**config.mk**
```make
export PLATFORM = sky130hd
export DESIGN_NAME = alu_issue_seq
export DESIGN_NICKNAME = d
export VERILOG_FILES = /design/src/rtl/alu_pkg.sv /design/src/rtl/alu_mul_datapath.sv /design/src/rtl/alu_issue_seq.sv
export SDC_FILE = /design/constraint.sdc
export NUM_CORES = 1
export LEC_CHECK = 0
export ABC_AREA = 1
export CAP_MARGIN = 20
export CORE_ASPECT_RATIO = 0.5
export CORE_MARGIN = 2
export CORE_UTILIZATION = 48
export DETAILED_ROUTE_END_ITERATION = 6
export PLACE_DENSITY_LB_ADDON = 0.08
export SLEW_MARGIN = 10
export SYNTH_ARGS = -nofsm -noshare
export SYNTH_HDL_FRONTEND = slang
export SYNTH_HIERARCHICAL = 1
export SYNTH_SLANG_ARGS = --single-unit
```
**constraint.sdc**
```tcl
create_clock -name clk -period 2.1 [get_ports clk]
set_input_delay 0.525 -clock clk [delete_from_list [all_inputs] [get_ports clk]]
set_output_delay 0.525 -clock clk [all_outputs]
set_load 0.03 [all_outputs]
```
**src/rtl/alu_pkg.sv**
```systemverilog
// alu_pkg: shared constants for the execute-stage ALU sequencer.
// Contents: datapath width, op codes seen on in_op / alu_ctrl, sequencer
// state encodings, default ALU settle time and the shift-add helpers used by
// the multiplier datapath.
package alu_pkg;

  localparam int DATA_WIDTH     = 32;
  localparam int SETTLE_DEFAULT = 1;

  localparam logic [2:0] OP_ADD = 3'b000;
  localparam logic [2:0] OP_SUB = 3'b001;
  localparam logic [2:0] OP_XOR = 3'b010;
  localparam logic [2:0] OP_SLT = 3'b011;
  localparam logic [2:0] OP_MUL = 3'b100;

  typedef logic [1:0] state_t;

  localparam state_t ST_IDLE = 2'd0;
  localparam state_t ST_EXEC = 2'd1;
  localparam state_t ST_MUL  = 2'd2;
  localparam state_t ST_DONE = 2'd3;

  // Partial product added to the accumulator in shift-add step idx.
  function automatic logic [DATA_WIDTH-1:0] partial_product(
    input logic [DATA_WIDTH-1:0] mcand,
    input logic [DATA_WIDTH-1:0] mplier,
    input logic [4:0]            idx
  );
    return mplier[idx] ? (mcand << idx) : '0;
  endfunction

  // True when step idx drops multiplicand bits off the top of the word,
  // which means the full product cannot fit in 32 bits.
  function automatic logic bits_lost(
    input logic [DATA_WIDTH-1:0] mcand,
    input logic [DATA_WIDTH-1:0] mplier,
    input logic [4:0]            idx
  );
    logic [2*DATA_WIDTH-1:0] wide;
    wide = {{DATA_WIDTH{1'b0}}, mcand} << idx;
    return mplier[idx] && (wide[2*DATA_WIDTH-1:DATA_WIDTH] != '0);
  endfunction

endpackage

```
**src/rtl/alu_mul_datapath.sv**
```systemverilog
// alu_mul_datapath: operand registers, step counter and overflow tracking for
// the 32-step shift-add multiply executed on the external ALU in ADD mode.
// The accumulator is the sequencer's alu_a port register itself (each step
// adds into it through the ALU), so it is not duplicated here.
// Ports:
//   clk, rst_n      clock, asynchronous active-low reset
//   load            MUL accepted: capture operands, restart at step 0
//   step_done       current step's settle window ends this edge
//   in_a, in_b      multiplicand / multiplier from decode
//   alu_cout        ALU carry out of the current step's addition
//   first_b         ALU B operand for step 0 (from in_a/in_b, used at load)
//   next_b          ALU B operand for the step after the current one
//   last_step       current step is step 31
//   overflow_total  overflow including the current step (valid at step end)
module alu_mul_datapath
  import alu_pkg::*;
(
  input  logic                  clk,
  input  logic                  rst_n,
  input  logic                  load,
  input  logic                  step_done,
  input  logic [DATA_WIDTH-1:0] in_a,
  input  logic [DATA_WIDTH-1:0] in_b,
  input  logic                  alu_cout,
  output logic [DATA_WIDTH-1:0] first_b,
  output logic [DATA_WIDTH-1:0] next_b,
  output logic                  last_step,
  output logic                  overflow_total
);

  logic [DATA_WIDTH-1:0] mcand;
  logic [DATA_WIDTH-1:0] mplier;
  logic [4:0]            step;
  logic [4:0]            next_idx;
  logic                  ovf;

  assign next_idx       = step + 5'd1;
  assign first_b        = in_b[0] ? in_a : '0;
  assign next_b         = partial_product(mcand, mplier, next_idx);
  assign last_step      = (step == 5'd31);
  assign overflow_total = ovf | alu_cout | bits_lost(mcand, mplier, step);

  always_ff @(posedge clk or negedge rst_n) begin
    if (!rst_n) begin
      mcand  <= '0;
      mplier <= '0;
      step   <= '0;
      ovf    <= 1'b0;
    end else if (load) begin
      mcand  <= in_a;
      mplier <= in_b;
      step   <= '0;
      ovf    <= 1'b0;
    end else if (step_done) begin
      step <= next_idx;
      ovf  <= overflow_total;
    end
  end

endmodule

```
**src/rtl/alu_issue_seq.sv**
```systemverilog
// alu_issue_seq: execute-stage sequencer in front of the 32-bit gate-level ALU.
// Accepts one op over in_valid/in_ready, drives registered operands and Ctrl
// to the ALU, waits ALU_SETTLE_CYCLES (>= 1) clocks, then captures the ALU
// outputs into a held result offered over out_valid/out_ready. MUL runs as a
// 32-step shift-add loop on the ALU in ADD mode.
// Ports:
//   clk, rst_n                   clock, asynchronous active-low reset
//   in_valid/in_ready            operation handshake from decode
//   in_a, in_b, in_op            operands and op code (sampled at accept only)
//   alu_a, alu_b, alu_ctrl       registered ALU inputs
//   alu_out/zero/overflow/cout   ALU outputs
//   out_valid/out_ready          result handshake to writeback
//   out_result/zero/overflow/cout/err  held result and flags
module alu_issue_seq
  import alu_pkg::*;
#(
  parameter int ALU_SETTLE_CYCLES = SETTLE_DEFAULT,
  parameter int WIDTH             = DATA_WIDTH
) (
  input  logic             clk,
  input  logic             rst_n,
  input  logic             in_valid,
  output logic             in_ready,
  input  logic [WIDTH-1:0] in_a,
  input  logic [WIDTH-1:0] in_b,
  input  logic [2:0]       in_op,
  output logic [WIDTH-1:0] alu_a,
  output logic [WIDTH-1:0] alu_b,
  output logic [2:0]       alu_ctrl,
  input  logic [WIDTH-1:0] alu_out,
  input  logic             alu_zero,
  input  logic             alu_overflow,
  input  logic             alu_cout,
  output logic             out_valid,
  input  logic             out_ready,
  output logic [WIDTH-1:0] out_result,
  output logic             out_zero,
  output logic             out_overflow,
  output logic             out_cout,
  output logic             out_err
);

  localparam int CW = (ALU_SETTLE_CYCLES > 1) ? $clog2(ALU_SETTLE_CYCLES) : 1;

  state_t          state;
  logic [CW-1:0]   settle_cnt;
  logic            accept;
  logic            settle_last;
  logic            mul_step_done;
  logic            mul_last_step;
  logic            mul_ovf;
  logic [WIDTH-1:0] mul_first_b;
  logic [WIDTH-1:0] mul_next_b;

  assign accept        = in_valid & in_ready;
  assign settle_last   = (settle_cnt == CW'(ALU_SETTLE_CYCLES - 1));
  assign mul_step_done = (state == ST_MUL) && settle_last;
  assign out_valid     = (state == ST_DONE);

  alu_mul_datapath u_mul (
    .clk            (clk),
    .rst_n          (rst_n),
    .load           (accept && (in_op == OP_MUL)),
    .step_done      (mul_step_done),
    .in_a           (in_a),
    .in_b           (in_b),
    .alu_cout       (alu_cout),
    .first_b        (mul_first_b),
    .next_b         (mul_next_b),
    .last_step      (mul_last_step),
    .overflow_total (mul_ovf)
  );

  // in_ready is a register so that it stays low during reset and rises one
  // edge after release, even though the state is already IDLE.
  always_ff @(posedge clk or negedge rst_n) begin
    if (!rst_n) begin
      state        <= ST_IDLE;
      in_ready     <= 1'b0;
      settle_cnt   <= '0;
      alu_a        <= '0;
      alu_b        <= '0;
      alu_ctrl     <= '0;
      out_result   <= '0;
      out_zero     <= 1'b0;
      out_overflow <= 1'b0;
      out_cout     <= 1'b0;
      out_err      <= 1'b0;
    end else begin
      case (state)
        ST_IDLE: begin
          if (accept) begin
            in_ready   <= 1'b0;
            settle_cnt <= '0;
            if (!in_op[2]) begin
              alu_a    <= in_a;
              alu_b    <= in_b;
              alu_ctrl <= in_op;
              state    <= ST_EXEC;
            end else if (in_op == OP_MUL) begin
              // Step 0 starts from an empty accumulator.
              alu_a    <= '0;
              alu_b    <= mul_first_b;
              alu_ctrl <= OP_ADD;
              state    <= ST_MUL;
            end else begin
              out_result   <= '0;
              out_zero     <= 1'b0;
              out_overflow <= 1'b0;
              out_cout     <= 1'b0;
              out_err      <= 1'b1;
              state        <= ST_DONE;
            end
          end else begin
            in_ready <= 1'b1;
          end
        end
        ST_EXEC: begin
          if (settle_last) begin
            out_result   <= alu_out;
            out_zero     <= alu_zero;
            out_overflow <= alu_overflow;
            out_cout     <= alu_cout;
            out_err      <= 1'b0;
            state        <= ST_DONE;
          end else begin
            settle_cnt <= settle_cnt + 1'b1;
          end
        end
        ST_MUL: begin
          if (settle_last) begin
            settle_cnt <= '0;
            if (mul_last_step) begin
              out_result   <= alu_out;
              out_zero     <= (alu_out == '0);
              out_overflow <= mul_ovf;
              out_cout     <= 1'b0;
              out_err      <= 1'b0;
              state        <= ST_DONE;
            end else begin
              alu_a <= alu_out;
              alu_b <= mul_next_b;
            end
          end else begin
            settle_cnt <= settle_cnt + 1'b1;
          end
        end
        default: begin
          if (out_ready) begin
            in_ready <= 1'b1;
            state    <= ST_IDLE;
          end
        end
      endcase
    end
  end

endmodule

```
==> results.md <==
- Final setup margin: -298 ps
- Post-DP HPWL: 34.8 mm
- Predominant post-synthesis flop cell: sky130_fd_sc_hd__dfrtp_1
- Class of the worst hold path: in2async
- Net count reported at finish: 2074
- Largest net degree at the start of global routing: 78
- Number of synthesized flops with an enable pin: 0
- Number of routed nets with antenna violations: 0
- Clock slew at reported path FFs: 70 ps
- Sequential-to-total area share from yosys stat: 39.1%
- Max FO, Critical Path: 7
- Number of iterations in the first detailed-routing pass: 7
- Mapped Nets: 1785
- Fin. Hold Viols: 0
- Placed cells: 2226
- Most common cell in the synthesized netlist: sky130_fd_sc_hd__nand2_1
- Tot GR Track Use: 38.3%
- Worst supply voltage drop on vdd: 0.00170 V
- Number of I/O pins: 211
- Dominant cell type by area after synthesis: sky130_fd_sc_hd__dfrtp_1
- Total of warnings raised by yosys: 6
- Data required time at the worst endpoint: 2430 ps
- Mean instance size in the synthesized netlist: 6.69 sq um
- Setup repair after global routing missed its margin: true
- Cells after synthesis: 1673
- Setup Viol. Count Final: 34
- Number of max-cap violations: 0
- TritonCTS buffer count: 17
- Hold slack: 32.6 ps
- Fmax: 417 MHz
- Leak: 0.00809 uW
- Global route total overflow: 0
- Total DRC errors in the routed layout: 0
- Fraction of final layout cells sized beyond drive strength 1: 17.4%
- R2r worst-path depth: 17
- Via count: 12979
- Area share of the largest cell type after synthesis: 39.1%
- Cell area after layout: 0.0161 sq mm
- Antenna violations before repair: 2
- Vias per std cell: 5.68
- Violations in the final reports: setup timing
- Reg-to-reg setup timing slack: -300 ps
- Vias in the first global route: 12250
- Post-Layout Cell Count: 2284
- Post-route clock skew: 11.6 ps
- Post-synth ARST share: 100%
- Total chip power: 34100 uW
- Maximum level of the CTS H-tree: 4
- Height of the die: 112 microns
- Clock Sink Count: 175
- Root buffer cell: sky130_fd_sc_hd__clkbuf_16
- TritonCTS clock tree: built
- Starting density of the core: 49.0%
- Die Footprint: 0.0246 sq mm
- Power density over the cells: 2120 mW/mm^2
- Clock Tree Buf Depth: 2
- Synth top cells by count: sky130_fd_sc_hd__nand2_1 (608), sky130_fd_sc_hd__inv_1 (179), sky130_fd_sc_hd__dfrtp_1 (175), sky130_fd_sc_hd__nand3_1 (169), sky130_fd_sc_hd__o21ai_0 (132)
- Worst flop-to-flop path endpoint: out_overflow
- Std cell rows: 39
- Outcome: complete, but fails checks
- Critical path origin: u_mul/step[0]
- Post-synth cell types: 36
- Wirelength, routed: 47.8 mm
- Worst Setup Start Kind: register
- Worst reg2reg path startpoint: u_mul/step[0]
- Clock latency on the worst-skew pair: 440 ps
- Type of the worst setup path: reg2reg
- Crit. End Element: register
- Setup slack at placement: -374 ps
- Core Footprint: 0.0228 sq mm
- Number of synthesized register bits: 175
- Area Growth Syn to Fin: 43.7%
- Data arrival time at the worst-slack endpoint: 2730 ps
- Netlist area before placement: 0.0112 sq mm
- Top area cells in the synthesized netlist: sky130_fd_sc_hd__dfrtp_1 (39%), sky130_fd_sc_hd__nand2_1 (20%), sky130_fd_sc_hd__nand3_1 (7.6%)
- GPL Wtd Cong: 1.03
- Average routed wire per standard cell: 20.9 microns
- Wire length of the first global-routing pass: 71.0 mm
- Total placed instance area: 0.0145 sq mm
- Final slew viol count: 0
- 1st-iter DRT viols: 1919
- Max-Slew Margin vs Limit: 63.5%
- Actual transition at the worst max-transition pin: 548 ps
- Total of buffers placed on input and output ports: 209
- Share of the clock period used by the worst path: 114%
- Final Critical Period: 2400 ps
- Die width: 220 microns
what timing repair did:
action	4_1_cts	5_1_grt
hold buffers	0	0
setup buffers	5	12
endpoints found under the setup margin	36	97
resized for setup	72	147
gates cloned	1	7
pin swaps	16	41
layer usage:
layer  track usage [%]  wire (microns)  vias up
met5                 0               0        -
met4              10.5            1370        0
met3              15.4            6670      108
met2              55.6           20400      728
met1              52.8           19300     6209
li1                  -               -     5934
how the worst max path moves through the flow:
| stage | endpoint | slack, ps | cells past startpoint |
|---|---|---|---|
| 2_1_floorplan | alu_b[31] | -4 | 14 |
| 4_1_cts | out_overflow | -240 | 18 |
| 3_5_place_dp | alu_b[30] | -370 | 13 |
| 5_1_grt | out_overflow | -430 | 16 |
| 3_3_place_gp | alu_b[30] | -370 | 12 |
| 6_report | out_overflow | -300 | 17 |
worst max-delay path, stage by stage (launching register included):
cell	delay, ps
sky130_fd_sc_hd__dfrtp_2	440
sky130_fd_sc_hd__buf_6	170
sky130_fd_sc_hd__inv_8	50
sky130_fd_sc_hd__buf_8	140
sky130_fd_sc_hd__nand2_4	70
sky130_fd_sc_hd__nand2_1	60
sky130_fd_sc_hd__or2_1	240
sky130_fd_sc_hd__nand3_1	70
sky130_fd_sc_hd__nand2_1	70
sky130_fd_sc_hd__nor2_2	120
sky130_fd_sc_hd__nand2_2	90
sky130_fd_sc_hd__a21oi_2	140
sky130_fd_sc_hd__nand2_2	100
sky130_fd_sc_hd__nand2_4	110
sky130_fd_sc_hd__nand2_4	60
sky130_fd_sc_hd__a22o_1	200
sky130_fd_sc_hd__nand2_1	90
sky130_fd_sc_hd__nand2_1	60
cell type report:
class	instances	area [sq um]
antenna	2	5.00
clock buffer	17	425
clock inverter	15	219
fill	1940	6750
inverter	184	703
multi-input combinational	1200	5980
sequential	175	4380
tap	307	384
timing repair buffer	384	3990
sequential cells by signal, indices dropped and copies added, names as in the netlist:
name	count
out_zero	1
u_mul/mcand	32
state	2
alu_a	32
alu_ctrl	2
out_err	1
out_result	32
alu_b	32
u_mul/ovf	1
in_ready	1
u_mul/step	5
out_overflow	1
out_cout	1
u_mul/mplier	32
through the flow:
step           setup TNS [ps]  util, %
2_1_floorplan           -3.83        -
5_1_grt                 -8370     70.4
6_report                -4400     70.4
4_1_cts                 -3830     67.3
3_5_place_dp           -12390     63.3
3_3_place_gp            -9260     63.3
power by group:
group | internal [uW] | switching (uW) | leakage [uW]
combinational | 9760 | 14800 | 0.00556
clock | 2040 | 1550 | 0.000320
sequential | 4790 | 1130 | 0.00220
total | 16600 | 17500 | 0.00809
cell families (layout without fill, tap and decap cells):
family	after synthesis	count (layout)	share of synthesized area, %
AOI/OAI and AO/OA	331	331	16.4
xor gates and xnor gates	2	2	0.224
adders and majority gates	6	6	0.671
buffers and inverters	298	600	12.0
DFF	175	175	39.1
muxes	2	2	0.179
other	1	3	0.0335
and+or+nand+nor	858	858	31.4
cell usage in the layout (no fill, tap or decap), drive strengths merged:
cell / count
a22o: 1
clkdlybuf4s50: 196
nor2: 59
nand4: 5
o22ai: 5
a31oi: 4
dfrtp: 175
clkinv: 3
and3: 1
or2: 2
nand3: 169
diode: 2
buf: 170
o211ai: 43
conb: 1
a21oi: 48
clkbuf: 23
xor2: 2
and2: 5
a211oi: 1
mux2i: 2
dlygate4sd2: 2
inv: 192
dlymetal6s2s: 10
ha: 6
o21ai: 212
bufinv: 4
o21a: 17
nand2: 617
Power figures use the tool's default switching activity.
